===== config.mk =====
export PLATFORM = sky130hd
export DESIGN_NAME = uart_channel_mux
export DESIGN_NICKNAME = d
export VERILOG_FILES = /design/src/rtl/uart_pkg.sv /design/src/rtl/rr_arbiter.sv /design/src/rtl/uart_channel_mux.sv
export SDC_FILE = /design/constraint.sdc
export NUM_CORES = 1
export LEC_CHECK = 0
export CORE_ASPECT_RATIO = 0.5
export CORE_MARGIN = 4
export CORE_UTILIZATION = 39
export DETAILED_ROUTE_END_ITERATION = 10
export PLACE_DENSITY = 0.68
export SLEW_MARGIN = 20
export SYNTH_ARGS = -nofsm -noshare
export SYNTH_HDL_FRONTEND = slang
export SYNTH_SLANG_ARGS = --single-unit

===== constraint.sdc =====
create_clock -name CLK -period 4.5 [get_ports CLK]
set_clock_uncertainty 0.1 [all_clocks]
set_input_delay 0.45 -clock CLK [delete_from_list [all_inputs] [get_ports CLK]]
set_output_delay 0.45 -clock CLK [all_outputs]
set_load 0.03 [all_outputs]

===== src/rtl/uart_pkg.sv =====
// Shared definitions for the UART channel multiplexer: header field layout,
// channel limit and the TX/RX state encodings.
package uart_pkg;

  // Header byte layout: {ch[1:0], len_m1[5:0]}
  localparam int CH_MSB       = 7;
  localparam int CH_LSB       = 6;
  localparam int LEN_MSB      = 5;
  localparam int CH_W         = CH_MSB - CH_LSB + 1;
  localparam int LEN_W        = LEN_MSB + 1;
  localparam int MAX_CHANNELS = 4;

  typedef enum logic [1:0] {
    T_IDLE = 2'd0,
    T_HEAD = 2'd1,
    T_BODY = 2'd2
  } tx_state_t;

  typedef enum logic [1:0] {
    R_HEAD = 2'd0,
    R_BODY = 2'd1,
    R_DROP = 2'd2
  } rx_state_t;

  // Builds the one-byte frame header from a channel index and length-minus-one.
  function automatic logic [7:0] make_header(input logic [CH_W-1:0]  ch,
                                             input logic [LEN_W-1:0] len_m1);
    return {ch, len_m1};
  endfunction

endpackage


===== src/rtl/rr_arbiter.sv =====
// Round-robin arbiter: the search for the next grant starts one position
// after the requester that was granted last. The last-granted position is
// kept one-hot so the block works for any N >= 1.
module rr_arbiter #(
  parameter int N = 2
) (
  input  logic         CLK,
  input  logic         RST,
  input  logic [N-1:0] req,
  input  logic         advance,
  output logic [N-1:0] grant
);

  // After reset the last grant points at the highest index, so index 0 wins first.
  localparam logic [N-1:0] LAST_INIT = N'(1) << (N - 1);

  logic [N-1:0] last_q;
  int           last_idx;
  logic         found;

  // Combinational one-hot grant: first requester after last_idx, wrapping.
  always_comb begin
    last_idx = 0;
    for (int i = 0; i < N; i++) begin
      if (last_q[i]) last_idx = i;
    end
    grant = '0;
    found = 1'b0;
    for (int k = 1; k <= N; k++) begin
      for (int i = 0; i < N; i++) begin
        if (!found && req[i] && (i == ((last_idx + k) % N))) begin
          grant[i] = 1'b1;
          found    = 1'b1;
        end
      end
    end
  end

  // Remember the winner when the consumer accepts the grant.
  always_ff @(posedge CLK or posedge RST) begin
    if (RST) begin
      last_q <= LAST_INIT;
    end else if (advance && (|req)) begin
      last_q <= grant;
    end
  end

endmodule


===== src/rtl/uart_channel_mux.sv =====
// Packet multiplexer between up to four channel clients and a single
// uart_comm byte link. TX arbitrates whole packets round-robin and frames
// each with a {ch, len_m1} header; RX parses the same framing and routes
// payload bytes to the addressed channel. TX and RX are fully independent.
//
// Handshakes: send_flag is a write strobe, asserted only in cycles where
// sendable is high; recv_flag is a pop strobe, asserted only in cycles where
// receivable is high (at most one pop per cycle); tx_pop[i] marks the cycle
// in which tx_data[i] was consumed; rx_valid[i] is a one-cycle pulse with no
// backpressure, qualified by rx_last on the final byte of a packet.
module uart_channel_mux
  import uart_pkg::*;
#(
  parameter int CHANNELS = 2
) (
  input  logic                  CLK,
  input  logic                  RST,
  // channel TX clients
  input  logic [CHANNELS-1:0]   tx_req,
  input  logic [6*CHANNELS-1:0] tx_len,
  input  logic [8*CHANNELS-1:0] tx_data,
  output logic [CHANNELS-1:0]   tx_grant,
  output logic [CHANNELS-1:0]   tx_pop,
  // uart_comm send side
  output logic                  send_flag,
  output logic [7:0]            send_data,
  input  logic                  sendable,
  // uart_comm receive side
  output logic                  recv_flag,
  input  logic [7:0]            recv_data,
  input  logic                  receivable,
  // channel RX sinks
  output logic [CHANNELS-1:0]   rx_valid,
  output logic [7:0]            rx_data,
  output logic                  rx_last,
  output logic [7:0]            rx_drop_cnt,
  // state visibility
  output tx_state_t             tx_state,
  output rx_state_t             rx_state
);

  // ---------------------------------------------------------------- TX side
  tx_state_t             tx_state_n;
  logic [CHANNELS-1:0]   arb_grant;
  logic                  arb_advance;
  logic [CH_W-1:0]       sel_ch;
  logic [LEN_W-1:0]      sel_len;
  logic [7:0]            cur_data;
  logic [CH_W-1:0]       tx_ch;
  logic [LEN_W-1:0]      tx_len_q;
  logic [LEN_W-1:0]      tx_cnt;

  rr_arbiter #(.N(CHANNELS)) u_arb (
    .CLK     (CLK),
    .RST     (RST),
    .req     (tx_req),
    .advance (arb_advance),
    .grant   (arb_grant)
  );

  // Decode the arbiter winner into an index and its length, and pick the
  // payload head of the channel currently holding the grant.
  always_comb begin
    sel_ch   = '0;
    sel_len  = '0;
    cur_data = '0;
    for (int i = 0; i < CHANNELS; i++) begin
      if (arb_grant[i]) begin
        sel_ch  = CH_W'(i);
        sel_len = tx_len[6*i +: 6];
      end
      if (tx_grant[i]) begin
        cur_data = tx_data[8*i +: 8];
      end
    end
  end

  // TX state register.
  always_ff @(posedge CLK or posedge RST) begin
    if (RST) tx_state <= T_IDLE;
    else     tx_state <= tx_state_n;
  end

  // TX next state and write strobes; nothing is written while sendable is low.
  always_comb begin
    tx_state_n  = tx_state;
    send_flag   = 1'b0;
    send_data   = 8'h00;
    tx_pop      = '0;
    arb_advance = 1'b0;
    case (tx_state)
      T_IDLE: begin
        if (|tx_req) begin
          arb_advance = 1'b1;
          tx_state_n  = T_HEAD;
        end
      end
      T_HEAD: begin
        if (sendable) begin
          send_flag  = 1'b1;
          send_data  = make_header(tx_ch, tx_len_q);
          tx_state_n = T_BODY;
        end
      end
      T_BODY: begin
        if (sendable) begin
          send_flag = 1'b1;
          send_data = cur_data;
          tx_pop    = tx_grant;
          if (tx_cnt == '0) tx_state_n = T_IDLE;
        end
      end
      default: tx_state_n = T_IDLE;
    endcase
  end

  // TX datapath: latch the winner in T_IDLE, count payload bytes in T_BODY,
  // and drop the grant together with the final byte.
  always_ff @(posedge CLK or posedge RST) begin
    if (RST) begin
      tx_grant <= '0;
      tx_ch    <= '0;
      tx_len_q <= '0;
      tx_cnt   <= '0;
    end else begin
      case (tx_state)
        T_IDLE: begin
          if (|tx_req) begin
            tx_grant <= arb_grant;
            tx_ch    <= sel_ch;
            tx_len_q <= sel_len;
          end
        end
        T_HEAD: begin
          if (sendable) tx_cnt <= tx_len_q;
        end
        T_BODY: begin
          if (sendable) begin
            tx_cnt <= tx_cnt - 6'd1;
            if (tx_cnt == '0) tx_grant <= '0;
          end
        end
        default: ;
      endcase
    end
  end

  // ---------------------------------------------------------------- RX side
  rx_state_t           rx_state_n;
  logic [CH_W-1:0]     rx_ch;
  logic [LEN_W-1:0]    rx_cnt;
  logic                hdr_ok;
  logic [CHANNELS-1:0] rx_sel;

  // Header channel check and one-hot decode of the latched channel.
  always_comb begin
    hdr_ok = ({1'b0, recv_data[CH_MSB:CH_LSB]} < 3'(CHANNELS));
    rx_sel = '0;
    for (int i = 0; i < CHANNELS; i++) begin
      rx_sel[i] = (rx_ch == CH_W'(i));
    end
  end

  // RX state register.
  always_ff @(posedge CLK or posedge RST) begin
    if (RST) rx_state <= R_HEAD;
    else     rx_state <= rx_state_n;
  end

  // RX next state and pop strobe; the pop is held low during reset so a
  // non-empty FIFO is not drained while the block is being cleared.
  always_comb begin
    rx_state_n = rx_state;
    recv_flag  = 1'b0;
    case (rx_state)
      R_HEAD: begin
        if (receivable) begin
          recv_flag  = 1'b1;
          rx_state_n = hdr_ok ? R_BODY : R_DROP;
        end
      end
      R_BODY, R_DROP: begin
        if (receivable) begin
          recv_flag = 1'b1;
          if (rx_cnt == '0) rx_state_n = R_HEAD;
        end
      end
      default: rx_state_n = R_HEAD;
    endcase
    if (RST) recv_flag = 1'b0;
  end

  // RX datapath: latch the header, forward payload one cycle after the pop,
  // and count discarded packets with saturation.
  always_ff @(posedge CLK or posedge RST) begin
    if (RST) begin
      rx_ch       <= '0;
      rx_cnt      <= '0;
      rx_valid    <= '0;
      rx_data     <= 8'h00;
      rx_last     <= 1'b0;
      rx_drop_cnt <= 8'h00;
    end else begin
      rx_valid <= '0;
      rx_last  <= 1'b0;
      case (rx_state)
        R_HEAD: begin
          if (receivable) begin
            rx_ch  <= recv_data[CH_MSB:CH_LSB];
            rx_cnt <= recv_data[LEN_MSB:0];
            if (!hdr_ok && (rx_drop_cnt != 8'hFF)) rx_drop_cnt <= rx_drop_cnt + 8'd1;
          end
        end
        R_BODY: begin
          if (receivable) begin
            rx_valid <= rx_sel;
            rx_data  <= recv_data;
            rx_last  <= (rx_cnt == '0);
            rx_cnt   <= rx_cnt - 6'd1;
          end
        end
        R_DROP: begin
          if (receivable) rx_cnt <= rx_cnt - 6'd1;
        end
        default: ;
      endcase
    end
  end

endmodule


==> impl_metrics.ini <==
[power]
share_of_total_power_in_sequential_cells_pct = 32.8
net_switching_mw = 1.06
p_int_mw = 1.37
combPwrFrac_pct = 52.1
vdd_ir_max_v = 0.000296
relative_contribution_of_the_clock_network_to_total_power_pct = 15.1
p_leak_nw = 1.50
power.density_cell_area_nw_per_um2 = 670
netSwitchingFraction_pct = 43.7

[place]
place.detailed.hpwl_um = 5220
place.gp.congestion = 0.774
placed_area_um2 = 3480
placed_cells = 438
port_buffers = 78

[clocking]
cts_post_setup_buffers_inserted = 0
tritoncts = done
clk_transition_reported_paths_ns = 0.06
clk_latency_ns = 0.28
number_of_hold_buffers_added_after_cts = 0
postCtsResizedCells = 0
cts_max_level = 2
cts-root-buf = sky130_fd_sc_hd__clkbuf_16
clock_sinks = 47
cts-buffers-inserted = 5
cts_buffer_depth = 2

[sta]
worst_pin_slew_ns = 0.831
drv_slew = 0
setup_tns_ns = 0
grt_setup_unrepaired = false
fmax_ghz = 0.289
hold_viol_final = 0
setup_violations = 0
slew_headroom_pct = 44.6
timing.final.crit_share_pct = 77.0
final.min_clock_period_ns = 3.46
hold_slack_ns = 0.349

[global_route]
grt_pass1_wl_um = 11400
gr-total-overflow = 0
grt_pass1_vias = 2363
antenna_found_initial = 0
grt.total_usage_pct = 16.9
grt_start_max_net_pins = 48

[layout]
finalInstanceArea_um2 = 3630
fillerInstances = 575
layout_cells_sized_above_1_pct = 7.26
area_of_combinational_cells_with_multiple_inputs_um2 = 1320
finalNonFillerCells = 446
final_util_pct = 57.5
num_antenna_cells = 0
area.sequential_um2 = 1180
nNetsFinal = 410
area_growth_pct = 37.4

[floorplan]
die_y_um = 66.2
start_util_pct = 41.9
die_area_um2 = 8230
floorplan.io_pins = 79
fp.coreArea_um2 = 6310
die-width_um = 124
placementRows = 20

[synth]
cell_type_with_the_largest_total_area_after_synthesis = sky130_fd_sc_hd__dfrtp_1
synth.avg_cell_area_um2 = 9.30
syn_inst = 284
synth.lib_cells_used.distinct = 51
synth_ff_type = sky130_fd_sc_hd__dfrtp_1
post-synth-top-count-cell = sky130_fd_sc_hd__dfrtp_1
ys_top_cells_by_area = sky130_fd_sc_hd__dfrtp_1 44%, sky130_fd_sc_hd__ha_1 5.2%, sky130_fd_sc_hd__mux2_2 4.7%
yosys_warnings = 0
synth.cells.most_frequent = 46 x sky130_fd_sc_hd__dfrtp_1, 26 x sky130_fd_sc_hd__nand2_1, 23 x sky130_fd_sc_hd__nor2_1
post_synthesis_sequential_area_ratio_pct = 44.6
postSynth.asyncResetShare_pct = 100
synth_seq_cells = 47
synth_enable_flop_cells = 0
syn_area_um2 = 2640
yosys.area.top_type_share_pct = 43.6
postSynthNetCount = 337

[critical_path]
worst_path_max_delay_cell = sky130_fd_sc_hd__clkdlybuf4s50_1
crit_fanout = 22
path_class = flop to output port
worstSetupStartpointType = flop
critical_path.cell_chain = inv_1, ha_1, nand2_1, nor2_1, a222oi_1, nor2_1, clkdlybuf4s50_1
cpPeakStageDelay_ns = 0.68
worst-endpoint-arrival_ns = 2.91
crit_required_ns = 3.95
critPathCaptureType = output port
critPathMostFrequentCell = sky130_fd_sc_hd__nor2_1

[detailed_routing]
drt-vias-per-instance = 5.32
via_count = 2371
detailed_route_wire_length_per_cell_um = 15.4
ant_nets = 0
drt_iter0_drc = 183
post_route_drc = 0
drt_wl_total_um = 6880
drt_pass1_iterations = 5

[min_path]
timing.hold.worst.class = flop to flop

[run]
drv_cap = 0

[run_status]
outcome = finished, final reports clean
through the flow:
stage	power (mW)	setup WS [ns]
2_1_floorplan	1.65	2.17
3_3_place_gp	2.03	1.51
3_5_place_dp	2.07	1.39
4_1_cts	2.45	1.07
5_1_grt	2.62	0.865
6_report	2.43	1.04
sequential cells by signal, indices dropped and copies added, names as in the netlist:
register / flops
rx_last: 1
rx_drop_cnt: 8
tx_state: 2
tx_cnt: 6
u_arb.last_q: 1
rx_ch: 2
rx_state: 2
rx_data: 8
rx_valid: 2
tx_ch: 1
tx_grant: 2
tx_len_q: 6
rx_cnt: 6
layer usage:
metal	GRT usage (%)	share of wire [%]	wire (um)	up-vias
met5	0	0	0	-
met2	32.4	53	3650	42
met4	2.19	0.44	30	0
met1	20.2	43	2990	1150
li1	-	-	-	1177
met3	3.87	3.1	212	2
final timing paths:
check / from / endpoint / slack (ns) / cells after the start
max: tx_state[0] / send_data[1] / 1.04 / 7
min: rx_ch[0] / rx_valid[0] / 0.35 / 1
max reg2reg: rx_state[1] / rx_cnt[5] / 2.34 / 6
min reg2reg: rx_ch[0] / rx_valid[0] / 0.35 / 1
max in group asynchronous: RST / tx_len_q[1] / 3.25 / 2
min in group asynchronous: RST / rx_state[0] / 0.54 / 2
critical path: cells and delay by family (launching register included):
kind	cells	cell delay, ns
buffers and inverters	2	0.78
and+or+nand+nor	3	0.66
adders and majority gates	1	0.64
DFF	1	0.41
AOI/OAI and AO/OA	1	0.14
final cells by class:
type / count / share of cell area [%]
Clock buffer: 6 / 3.55
Clock inverter: 2 / 0.448
Inverter: 20 / 2.10
Multi-Input combinational cell: 203 / 36.5
Sequential cell: 47 / 32.4
Tap cell: 88 / 3.03
Timing Repair Buffer: 80 / 21.9
logic make-up after synthesis:
family / share of synthesized area, %
compound gates: 20.5
xor+xnor: 0.995
fa+ha+maj: 5.21
buf+inv: 5.30
flops: 44.6
mux: 6.58
simple gates: 16.9
layout by cell type (no fill, tap or decap), types with 7 or more instances in the layout:
cell type                          n
sky130_fd_sc_hd__inv_1            19
sky130_fd_sc_hd__nand2_1          26
sky130_fd_sc_hd__nor2_1           23
sky130_fd_sc_hd__clkdlybuf4s50_1  78
sky130_fd_sc_hd__a31oi_1           7
sky130_fd_sc_hd__a222oi_1          7
sky130_fd_sc_hd__nor3_1            8
sky130_fd_sc_hd__nand3_1          10
sky130_fd_sc_hd__mux2_2           11
sky130_fd_sc_hd__ha_1             11
sky130_fd_sc_hd__dfrtp_1          46
sky130_fd_sc_hd__o21ai_0          20
sky130_fd_sc_hd__a21oi_1          20
power by group through the flow:
stage	Sequential, mW	Clock, mW	Combinational (mW)
final	0.798	0.367	1.27
after global routing	0.832	0.398	1.39
after CTS	0.798	0.375	1.28
after detailed placement	0.802	0	1.27
after global placement	0.790	0	1.24
after floorplan	0.925	0	0.721
Power figures use the tool's default switching activity.
